==> config.mk <==
export PLATFORM = sky130hd
export DESIGN_NAME = sync_fifo
export DESIGN_NICKNAME = d
export VERILOG_FILES = /design/src/rtl/sync_fifo.sv
export SDC_FILE = /design/constraint.sdc
export NUM_CORES = 1
export LEC_CHECK = 0
export ABC_AREA = 1
export BUFFER_PORTS_ARGS = -buffer_cell sky130_fd_sc_hd__buf_2
export CELL_PAD_IN_SITES_DETAIL_PLACEMENT = 0
export CELL_PAD_IN_SITES_GLOBAL_PLACEMENT = 2
export CORE_MARGIN = 4
export CORE_UTILIZATION = 31
export DETAILED_ROUTE_END_ITERATION = 10
export PLACE_DENSITY = 0.72
export SYNTH_ARGS = -nofsm -noshare
export SYNTH_HDL_FRONTEND = slang
export SYNTH_SLANG_ARGS = --single-unit
==> constraint.sdc <==
create_clock -name clock -period 1.9 [get_ports clock]
set_clock_uncertainty 0.05 [all_clocks]
set_input_delay 0.38 -clock clock [delete_from_list [all_inputs] [get_ports clock]]
set_output_delay 0.38 -clock clock [all_outputs]
set_load 0.05 [all_outputs]
==> src/rtl/sync_fifo.sv <==
// ----------------------------------------------------------------------------
// sync_fifo
//
// Single-clock first-word fall-through FIFO with DEPTH = 2**DEPTH_BITS
// entries of SIZE bits each. The head entry is always visible on q while the
// FIFO is non-empty. Writes into a full FIFO are accepted only when a read is
// accepted in the same cycle. A read of an empty FIFO is never bypassed by a
// write in the same cycle. Overflow and underflow events are latched in
// sticky flags until clear or reset.
//
// Ports
//   clock      in   1             rising-edge clock
//   reset_n    in   1             asynchronous active-low reset
//   clear      in   1             synchronous flush (pointers, count, flags)
//   d          in   SIZE          write data
//   write      in   1             write request
//   read       in   1             read request (pops head)
//   q          out  SIZE          head entry (fall-through)
//   empty      out  1             count == 0
//   full       out  1             count == DEPTH
//   count      out  DEPTH_BITS+1  number of stored entries
//   overflow   out  1             sticky: write rejected while full
//   underflow  out  1             sticky: read rejected while empty
// ----------------------------------------------------------------------------
module sync_fifo #(
    parameter int SIZE       = 8,
    parameter int DEPTH_BITS = 2
) (
    input  logic                  clock,
    input  logic                  reset_n,
    input  logic                  clear,
    input  logic [SIZE-1:0]       d,
    input  logic                  write,
    input  logic                  read,
    output logic [SIZE-1:0]       q,
    output logic                  empty,
    output logic                  full,
    output logic [DEPTH_BITS:0]   count,
    output logic                  overflow,
    output logic                  underflow
);

    localparam int DEPTH = 1 << DEPTH_BITS;
    localparam int CNT_W = DEPTH_BITS + 1;

    localparam logic [CNT_W-1:0]      CNT_ONE  = CNT_W'(1);
    localparam logic [CNT_W-1:0]      CNT_FULL = CNT_W'(DEPTH);
    localparam logic [DEPTH_BITS-1:0] PTR_ONE  = DEPTH_BITS'(1);

    logic [SIZE-1:0]       mem_q [DEPTH];
    logic [DEPTH_BITS-1:0] wr_ptr_q, wr_ptr_d;
    logic [DEPTH_BITS-1:0] rd_ptr_q, rd_ptr_d;
    logic [CNT_W-1:0]      count_q, count_d;
    logic                  overflow_q, overflow_d;
    logic                  underflow_q, underflow_d;

    logic empty_w;
    logic full_w;
    logic wr_accept;
    logic rd_accept;

    // Status is decoded from the registered count only, so it changes the
    // cycle after the edge that caused it.
    assign empty_w = (count_q == '0);
    assign full_w  = (count_q == CNT_FULL);

    // A full FIFO can still take a write when the head leaves in the same
    // cycle; an empty FIFO cannot satisfy a read from the incoming word.
    assign rd_accept = read  && !empty_w;
    assign wr_accept = write && (!full_w || read);

    always_comb begin
        // NOTE: every combinational output gets a default first so that no
        // path through the block leaves it unassigned (which would infer a latch).
        wr_ptr_d    = wr_ptr_q;
        rd_ptr_d    = rd_ptr_q;
        count_d     = count_q;
        overflow_d  = overflow_q;
        underflow_d = underflow_q;

        if (clear) begin
            wr_ptr_d    = '0;
            rd_ptr_d    = '0;
            count_d     = '0;
            overflow_d  = 1'b0;
            underflow_d = 1'b0;
        end else begin
            if (wr_accept) wr_ptr_d = wr_ptr_q + PTR_ONE;
            if (rd_accept) rd_ptr_d = rd_ptr_q + PTR_ONE;

            unique case ({wr_accept, rd_accept})
                2'b10:   count_d = count_q + CNT_ONE;
                2'b01:   count_d = count_q - CNT_ONE;
                default: count_d = count_q;
            endcase

            if (write && full_w && !read) overflow_d  = 1'b1;
            if (read && empty_w)          underflow_d = 1'b1;
        end
    end

    always_ff @(posedge clock or negedge reset_n) begin
        if (!reset_n) begin
            // NOTE: non-blocking assignments for all state so every register
            // samples the pre-edge values regardless of statement order.
            wr_ptr_q    <= '0;
            rd_ptr_q    <= '0;
            count_q     <= '0;
            overflow_q  <= 1'b0;
            underflow_q <= 1'b0;
        end else begin
            wr_ptr_q    <= wr_ptr_d;
            rd_ptr_q    <= rd_ptr_d;
            count_q     <= count_d;
            overflow_q  <= overflow_d;
            underflow_q <= underflow_d;
        end
    end

    // NOTE: the storage array is reset on purpose: q is visible while empty
    // and must read as zero, not X, straight out of reset.
    always_ff @(posedge clock or negedge reset_n) begin
        if (!reset_n) begin
            for (int i = 0; i < DEPTH; i++) begin
                mem_q[i] <= '0;
            end
        end else if (wr_accept && !clear) begin
            mem_q[wr_ptr_q] <= d;
        end
    end

    assign q         = mem_q[rd_ptr_q];
    assign empty     = empty_w;
    assign full      = full_w;
    assign count     = count_q;
    assign overflow  = overflow_q;
    assign underflow = underflow_q;

endmodule

==> impl_metrics.ini, run 1 <==
[status]
outcome = finished clean

[yosys]
cell_area_synth_mm2 = 0.00209
ys_dominant_reg_cell = dfrtp_1
syn_avg_cell_area_um2 = 8.42
synth_enable_flop_cells = 0
async_reset_ff_share_pct = 100
synthMostInstantiatedCell = nand2_1
synth.cells.most_frequent = nand2_1 (74), dfrtp_1 (41), o21ai_0 (31), nor2_1 (19), o21ai_1 (18)
synth_fp_nets = 266
synth.yosys.warnings = 0
synth.top_cells.by_area = dfrtp_1 (49%), nand2_1 (13%), o21ai_0 (7.4%), o21ai_1 (4.3%), nor2_1 (3.4%)
synth_top_area_cell = dfrtp_1
synth-seq-area-share_pct = 49.1
synth-seq-cells = 41
netlist_instances = 248
synthDominantCellAreaShare_pct = 49.1
synth.distinct_cells = 25

[global_routing]
busiest_layer_in_global_routing = met2
globalRouteMet2Util_pct = 24.5
grt_use_met1_pct = 20.0
globalRouteOverflowTotal = 0
grt_start_max_net_pins = 25
first_global_vias = 1832
grt_use_total_pct = 15.0
groute.layer.met3.usage_pct = 3.76
grt_first_pass_wirelength_um = 9700
antenna_violations_before_repair = 0

[sta]
grt_setup_unrepaired = yes
setup_viol = 0
layout_worst_path_cycle_share_pct = 97.3
finalWorstSetupSlack_ns = 0.0522
max_slew_violations = 0
timing.slew.headroom_pct = 61.3
period_minus_slack_ns = 1.85
max_freq_ghz = 0.541
timing_hold_violations_final = 0
timing_worst_slew_pin_value_ns = 0.580

[placed_design]
placed_cells_incl_taps = 358
dp_hpwl_um = 3930
placement.io_buffers = 27
place_ws_ns = 0.103
place_congestion = 0.730

[clocking]
worst_skew_pair.late_latency_ns = 0.29
clock_tree.buffer_depth = 2
clock_pin_slew_reported_for_the_worst_setup_and_hold_paths_after_clock_tree_synthesis_ns = 0.08
tritoncts = built
cts.hold.buffers_added = 0
post-cts-setup-buffer-count = 0
cts_root_buf = clkbuf_8
clkSinkCount = 41
cts-buffers-inserted = 5
ctsHtreeMaxLevel = 2

[detailed_routing]
detail_route.wirelength_um = 5660
detail_route.drc_violations = 0
postRouteAntennaNets = 0
routed_wire_length_per_instance_um = 15.5
routed-via-count = 1781
dr.first_iter.drc_count = 75
dr.pass1.iters = 4
vias_per_cell = 4.88

[power_and_ir_drop]
maximum_ir_drop_on_the_vdd_rail_mv = 0.685
power.static_leakage_nw = 1.28
power-per-cell-area_mw_per_mm2 = 1560
total_power_mw = 3.99

[worst_hold_path]
worstHoldPathType = input port to async pin

[cells_and_area]
antenna_cells_inserted = 0
nets = 306
syn2layout_area_growth_pct = 22.8
stdcell_count = 365
drive_gt1_share_pct = 25.7
fillCellCount = 699

[floorplanning]
rows = 29
num_io_pins = 28
floorplan.initialDensity_pct = 32.3
die_h_um = 90.1
die_w_um = 90.1
fp.coreArea_mm2 = 0.00646
fp.dieArea_mm2 = 0.00811

[critical_path]
critical_path_class = flop to primary output
critPathCaptureType = primary output
crit_fanout = 9
worst_ep_arrival_time_ns = 1.42
required_ns = 1.47
worst_setup_path_start_kind = flop

[flow_run]
timing.max_cap.violations = 0
## worst max-delay path: stages (launching register included)
cell and delay, ns:
dfrtp_1 0.40, buf_4 0.18, o21ai_0 0.23, o22ai_2 0.10, clkbuf_4 0.22
## cell usage in the layout, fill, tap and decap left out, drive strengths merged
cell type,n
a21oi,3
buf,40
clkbuf,8
dfrtp,41
fa,1
ha,4
inv,17
nand2,74
nand3,10
nand4,2
nor2,24
nor3,1
o21a,2
o21ai,52
o22ai,8
xnor2,1
## final timing paths
| check | depth (start not counted) | slack [ns] | start | end |
|---|---|---|---|---|
| setup / recovery | 4 | 0.05 | rd_ptr_q[0] | q[2] |
| hold / removal | 1 | 0.03 | reset_n | overflow |
| setup reg to reg | 11 | 0.12 | count[1] | count[2] |
| hold reg to reg | 2 | 0.43 | mem_q[29] | mem_q[29] |
| max in group asynchronous | 2 | 1.20 | reset_n | mem_q[1] |
| min in group clock | 3 | 0.29 | d[7] | mem_q[23] |
## cells by family after synthesis
logic type | share of synthesized area, %
AOI/OAI and AO/OA | 16.8
buffers and inverters | 7.01
DFF | 49.1
and+or+nand+nor | 23.2
adders and majority gates | 3.36
xor gates and xnor gates | 0.419
## layout make-up
class	instances	area [um^2]	area share [%]
timing repair buffer	41	293	11.4
multi-input combinational	182	993	38.7
tap	77	96.3	3.76
inverter	17	63.8	2.49
clock buffer	7	86.3	3.37
sequential	41	1030	40.2
## stage by stage
step	hold WS, ns	utilization, %	instance area [um^2]	TNS [ns]
after global routing	0.0687	39.7	2560	-0.0397
after detailed placement	0.367	37.8	2440	0
after CTS	0.0492	39.2	2530	0
after global placement	0.364	37.8	2440	0
after floorplan	0.0344	-	2160	0
final	0.0273	39.7	2560	0
## power by group
group	internal, mW	switching (mW)
registers	1.21	0.200
clock network	0.289	0.299
logic	0.661	1.33
## routing by layer
| layer | share of wire (%) | vias up |
|---|---|---|
| met5 | 0 | - |
| met4 | 1.1 | 0 |
| met3 | 4.4 | 6 |
| met2 | 47 | 32 |
| met1 | 47 | 845 |
| li1 | - | 898 |
## state kept, by name, indices dropped and copies added (netlist names)
register and cells:
mem_q 32, count 3, rd_ptr_q 2, wr_ptr_q 2
overflow 1, underflow 1
## timing repair
| action | 4_1_cts | 5_1_grt |
|---|---|---|
| pin swaps | 0 | 1 |
| setup endpoints to repair | 8 | 9 |
| resized for setup | 3 | 26 |
Note: power is estimated with default switching activity, not from simulation.
==> run 2, diff against run 1 <==
CORE_MARGIN = not set   (was 4)
==> run 2 against run 1 <==
  * The run now ends with design-rule violations left
  * First-iteration DRC count shrank 21%
  * Largest power group unchanged
  * Final area is essentially flat
  * Total power shrank 0.47%
  * Core utilization grew 0.19 points
  * Combinational power is essentially flat
  * Global-route usage grew 2.9 points
  * Clock power shrank 1%
  * Fmax grew 0.97%
  * Die area shrank 13%
  * Critical path depth grew 1
==> impl_metrics.ini, run 2 (synthesis gave the netlist of run 1 again) <==
[critical_path]
reg2reg_setup_slack_ns = 0.08
cp_common_cell = buf_4
critical_path.slowest_cell = dfrtp_1
worst_ep_arrival_time_ns = 1.40
timing.critical_path.cells = inv_1 > buf_4 > nor2_1 > o22ai_2 > buf_4
worst_setup_path_start_kind = flop
critical_path_class = flop to primary output
worst_path_dominant_cell_family = buffers and inverters
critPathCaptureType = primary output
max_stage_delay_ns = 0.40
crit_fanout = 9
required_ns = 1.47
path_buf_inv = 3

[floorplanning]
num_io_pins = 28
fp.coreArea_mm2 = 0.00642
fp.dieArea_mm2 = 0.00707
floorplan.initialDensity_pct = 32.5
rows = 29
die_h_um = 84.1
die_w_um = 84.1

[power_and_ir_drop]
power-per-cell-area_mw_per_mm2 = 1550
power.static_leakage_nw = 1.27
maximum_ir_drop_on_the_vdd_rail_mv = 0.575

[placed_design]
place_congestion = 0.768
place_area_mm2 = 0.00242
place_ws_ns = 0.0778
placed_cells_incl_taps = 357
placement.io_buffers = 27
dp_hpwl_um = 3840

[cells_and_area]
final_area_mm2 = 0.00256
fillCellCount = 682
syn2layout_area_growth_pct = 22.7
stdcell_count = 367
final_util_pct = 39.9
nets = 308
largest-register = mem_q
antenna_cells_inserted = 0
drive_gt1_share_pct = 26.2
final_common_cell = nand2_1
layout.cells.most_common_list = nand2_1 (73), dfrtp_1 (38), o21ai_1 (28)
largest_register_ffs = 32

[sta]
max_freq_ghz = 0.546
finalWorstSetupSlack_ns = 0.0700
max_slew_violations = 0
timing_worst_slew_pin_value_ns = 0.434
period_minus_slack_ns = 1.83
timing_hold_violations_final = 0
timing.slew.headroom_pct = 71.0
layout_worst_path_cycle_share_pct = 96.3
final.hold.worst_slack_ns = 0.288
setup_viol = 0
grt_setup_unrepaired = yes

[clocking]
cts_root_buf = clkbuf_8
tritoncts = built
ctsHtreeMaxLevel = 2
worst_skew_pair.late_latency_ns = 0.29
cts-buffers-inserted = 5
clock_pin_slew_reported_for_the_worst_setup_and_hold_paths_after_clock_tree_synthesis_ns = 0.08
clock_tree.buffer_depth = 2
clkSinkCount = 41

[global_routing]
antenna_violations_before_repair = 0
grt_first_pass_wirelength_um = 9570
grt_use_total_pct = 17.9
grt_start_max_net_pins = 27
globalRouteOverflowTotal = 0
first_global_vias = 1783

[detailed_routing]
dr.pass1.iters = 7
detail_route.wirelength_um = 5710
dr.first_iter.drc_count = 59
routed_wire_length_per_instance_um = 15.6
detail_route.drc_violations = 4
postRouteAntennaNets = 0
vias_per_cell = 4.86
routed-via-count = 1784

[status]
outcome = finished with violations
violated_checks = design-rule violations

[worst_hold_path]
worstHoldPathType = input port to flop

[flow_run]
timing.max_cap.violations = 0
==> run 2: cell count changes in the layout (fill, tap and decap cells not counted), sizes merged <==
cell         previous run  this run
clkbuf                  8        11
buf                    40        38
dlygate4sd3             0         1
==> run 2: tightest hold or removal path, cell delays in order <==
cell	delay, ns
buf_2	0.11
nand2_1	0.05
nand2_1	0.05
==> run 2: timing repair <==
action | in CTS | in global routing
hold buffers | 1 | 0
pin swaps | 0 | 7
setup endpoints to repair | 8 | 9
setup buffers | 0 | 2
hold endpoints to repair | 15 | 0
resized for setup | 2 | 22
==> run 2: final timing paths <==
path,from,cells after the start,end
worst max-delay path,rd_ptr_q[0],5,q[0]
worst min-delay path,d[2],3,mem_q[18]
worst max register to register,count[0],11,count[2]
worst min register to register,mem_q[28],2,mem_q[28]
max in group asynchronous,reset_n,3,mem_q[10]
min in group asynchronous,reset_n,2,count[1]
==> run 2: metrics by stage <==
stage	TNS, ns	power [mW]
final	0	3.97
after global routing	-0.0267	4.26
after CTS	0	3.90
after detailed placement	0	3.31
after global placement	0	3.29
after floorplan	0	2.82
==> run 2: area by class of cell <==
| class | count | area (um^2) | area share [%] |
|---|---|---|---|
| Multi-Input combinational cell | 182 | 993 | 38.8 |
| Inverter | 17 | 63.8 | 2.49 |
| Clock buffer | 7 | 86.3 | 3.37 |
| Sequential cell | 41 | 1030 | 40.3 |
| Timing Repair Buffer | 43 | 290 | 11.3 |
| Tap cell | 77 | 96.3 | 3.76 |
==> run 2: metal layers <==
layer  track usage (%)  vias to the layer above  part of all wire, %
met4              5.17                        0                  1.1
met3              4.06                        6                  2.5
met1              24.2                      848                   51
met5                 0                        -                    0
met2              28.7                       23                   46
li1                  -                      907                    -
==> run 2: report_power, final <==
group / leakage, nW / total, mW / internal (mW) / switching (mW)
registers: 0.522 / 1.40 / 1.21 / 0.191
clock network: 0.0443 / 0.581 / 0.289 / 0.293
logic: 0.706 / 1.99 / 0.648 / 1.34
total: 1.27 / 3.97 / 2.15 / 1.83
